==> src/rtl/sll.sv <==
// Registered logical left shifter with overflow and zero flags, 1-cycle latency.
// No backpressure: a valid input is accepted on every enabled edge.
module sll #(
   parameter int N = 16,
   localparam int AW = $clog2(N)
) (
   input  logic [AW-1:0] amount,
   input  logic [N-1:0]  dataIn,
   output logic [N-1:0]  DataOut,
   input  logic          clk,
   input  logic          rst_n,
   input  logic          in_valid,
   output logic          out_valid,
   output logic          overflow,
   output logic          zero
);

   // The shifter runs on a 2N-wide vector so the bits pushed past N-1 land in
   // the upper half, where they are OR-reduced into the overflow flag.
   logic [2*N-1:0] stage [0:AW];
   logic [N-1:0]   shifted;
   logic           spill;
   logic [1:0]     rst_sync;
   logic           run;
   logic           take;

   assign stage[0] = {{N{1'b0}}, dataIn};

   for (genvar k = 0; k < AW; k++) begin : g_stage
      assign stage[k+1] = amount[k] ? (stage[k] << (1 << k)) : stage[k];
   end

   assign shifted = stage[AW][N-1:0];
   assign spill   = |stage[AW][2*N-1:N];

   // Reset asserts immediately but releases capture only after two clean edges.
   always_ff @(posedge clk or negedge rst_n) begin
      if (!rst_n) begin
         rst_sync <= 2'b00;
      end else begin
         rst_sync <= {rst_sync[0], 1'b1};
      end
   end

   assign run  = rst_sync[1];
   assign take = in_valid && run;

   always_ff @(posedge clk or negedge rst_n) begin
      if (!rst_n) begin
         DataOut   <= '0;
         out_valid <= 1'b0;
         overflow  <= 1'b0;
         zero      <= 1'b1;
      end else begin
         out_valid <= take;
         if (take) begin
            DataOut  <= shifted;
            overflow <= spill;
            zero     <= ~|shifted;
         end
      end
   end

endmodule

==> config.mk <==
export PLATFORM = sky130hd
export DESIGN_NAME = sll
export DESIGN_NICKNAME = d
export VERILOG_FILES = /design/src/rtl/sll.sv
export SDC_FILE = /design/constraint.sdc
export NUM_CORES = 1
export LEC_CHECK = 0
export CAP_MARGIN = 5
export CORE_ASPECT_RATIO = 0.9
export CORE_MARGIN = 3
export CORE_UTILIZATION = 40
export CTS_CLUSTER_SIZE = 8
export DETAILED_ROUTE_END_ITERATION = 10
export HOLD_SLACK_MARGIN = 0.15
export PLACE_DENSITY_LB_ADDON = 0.1
export SLEW_MARGIN = 0
export SYNTH_ARGS = -nofsm -noshare
export SYNTH_HDL_FRONTEND = slang
export SYNTH_SLANG_ARGS = --single-unit
==> constraint.sdc <==
create_clock -name clk -period 2.65 [get_ports clk]
set_clock_uncertainty 0.15 [all_clocks]
set_input_delay 0.53 -clock clk [delete_from_list [all_inputs] [get_ports clk]]
set_output_delay 0.53 -clock clk [all_outputs]
set_load 0.01 [all_outputs]
==> results.cfg <==
[run_status]
status = completed

[clock_network]
htree_levels = 1
numCtsBuffers = 3
clk_path_buf_depth = 2
cts_tree = yes
clk-insertion-delay-late_ns = 0.25
cts-root-buf = clkbuf_8
hold_buffers = 0
post_cts_resized = 0
clk_pin_slew_worst_paths_ns = 0.07
cts_sinks = 21
cts_setup_buffers = 0

[yosys]
async_reset_ff_share_pct = 100
synthesis.area_sq_um = 1720
ys_seq_area_share_pct = 30.6
synth-main-ff-cell = dfrtp_1
yosysTopAreaCell = dfrtp_1
synth.area.top_cells = dfrtp_1 (29%), mux2i_1 (17%), mux4_2 (5.2%), mux4_1 (4.6%), mux2_2 (3.9%)
ys.warnings.count = 0
synthCells = 170
synth_edf_count = 0
synth.lib_cells_used.distinct = 43
yosysTopAreaCellShare_pct = 29.1
ys_ff_latch = 21
syn_avg_cell_area_sq_um = 10.1
synth_nets = 193

[layout]
area_delta_synth_final_pct = 40.6
seqCellArea_sq_um = 527
nets = 262
mostFrequentLayoutCells = clkdlybuf4s50_1 (41), buf_4 (36), mux2i_1 (30)
diodes = 0
fill_cells = 329
utilization_pct = 61.8
layout.cells.most_common = clkdlybuf4s50_1
fin_area_sq_um = 2420
multi_input_area_sq_um = 1080
fin_cells = 284
layout-drive-gt1-share_pct = 22.7

[sta]
drv_slew = 0
setup_slack_ns = 0.101
setup_viol = 0
worstMarginPinSlew_ns = 0.495
hold_viol = 0
post-route-period-util_pct = 96.2
max_freq_ghz = 0.392
rsz0062_at_grt = false
timing.slew.headroom_pct = 66.0
fin_crit_ns = 2.55

[pwr]
ir_drop_uv = 364
leakage_uw = 0.00108
p_per_area_nw_per_um2 = 406
report.power.total_uw = 981

[grt]
grt_max_degree = 22
grt_usage_pct = 19.0
first_global_vias = 1578
antenna_found_initial = 0
grt.overflow.total = 0
grt_pass1_wl_microns = 7560

[floorplanning]
core_area_sq_um = 3920
start_util_pct = 43.9
chipHeight_microns = 68.2
rows = 21
io_pins = 42
die_w_microns = 75.1
dieArea_sq_um = 5120

[setup_path]
crit_path_max_fanout = 21
crit_path_frequent_cell = a32o_1
cp-end-kind = register
critPathArrivalTime_ns = 2.60
start_kind = input pin
required_ns = 2.70
slowest_stage = mux4_2
ff2ff_path_depth = 4
crit_buf_inv = 2
slowest_delay_ns = 0.54
critical_path_class = in2reg
path_depth = 7
crit_chain = clkdlybuf4s50_1 > buf_12 > mux4_2 > a211oi_2 > a32o_1 > and3_1 > a32o_1
path_delay_family = compound AO/OA/AOI/OAI gates

[detailed_routing]
first_iter_violations = 137
dr_total_vias = 1613
post_drt_via_cell_ratio = 5.68
dr.pass1.iters = 4
post_drt_wl_per_cell_microns = 16.3
routed_wl_microns = 4620
drc = 0
ant_nets = 0

[placed_design]
post-dp-hpwl_microns = 3700
port_buffers = 41
gp_congestion = 0.940
placed_cell_area_sq_um = 2370
placed_cells = 280
dp_slack_ns = -0.151

[flow_run]
drv_cap = 0

[min_path]
hold_depth = 0
hold_path.class = reg2reg
==> sequential cells by signal, indices dropped and copies added (netlist names) <==
signal     flops
DataOut       16
zero           1
out_valid      1
overflow       1
rst_sync       2
==> power breakdown <==
group	internal, uW	total [uW]	leakage [uW]	switching, uW
clock	107	204	0.0000228	97.3
combinational	225	405	0.000793	180
sequential	355	372	0.000264	17.3
==> cell usage after synthesis, drive strengths merged (2+ instances only) <==
library cell,instances
o21bai,2
a32o,2
nand2,15
nor2,8
mux2,6
a211oi,2
o21ai,12
a31oi,3
nand3,3
a221oi,2
nor3,4
nor2b,4
a21o,3
clkbuf,5
a21oi,3
mux2i,30
mux4,7
buf,9
o211ai,2
and3,2
nand2b,6
o41ai,3
inv,2
dfrtp,20
a22o,3
==> final cells by class <==
type                            count  share of cell area, %
Inverter                            2                  0.310
Sequential cell                    21                   21.8
Multi-Input combinational cell    133                   44.7
Tap cell                           46                   2.38
Clock buffer                        4                   1.86
Timing Repair Buffer               78                   29.0
==> worst paths after layout <==
kind / startpoint / end / slack (ns)
max: amount[0] / zero / 0.10
min: rst_sync[0] / rst_sync[1] / 0.20
max reg2reg: rst_sync[1] / DataOut[1] / 1.19
min reg2reg: rst_sync[0] / rst_sync[1] / 0.20
max in group asynchronous: rst_n / zero / 1.63
min in group asynchronous: rst_n / DataOut[9] / 0.45
==> kinds of logic (layout without fill, tap and decap cells) <==
family | count (synthesis) | in the layout | synth area share (%)
and+or+nand+nor | 48 | 48 | 14.0
muxes | 43 | 43 | 31.2
AOI/OAI and AO/OA | 41 | 41 | 17.1
DFF | 21 | 21 | 30.6
buffers and inverters | 16 | 84 | 6.91
other | 1 | 1 | 0.218
==> per-stage QoR <==
stage | TNS, ns | hold WS, ns
3_3_place_gp | -0.383 | 0.187
6_report | 0 | 0.204
5_1_grt | 0 | 0.213
4_1_cts | 0 | 0.207
3_5_place_dp | -0.532 | 0.190
2_1_floorplan | 0 | 0.0844
==> metal layers <==
metal  global-route usage (%)  wire length [microns]
met5                        0                      0
met4                     1.75                      0
met3                     4.70                    323
met2                     31.2                   2240
met1                     26.3                   2050
(Power assumes the default switching activity.)
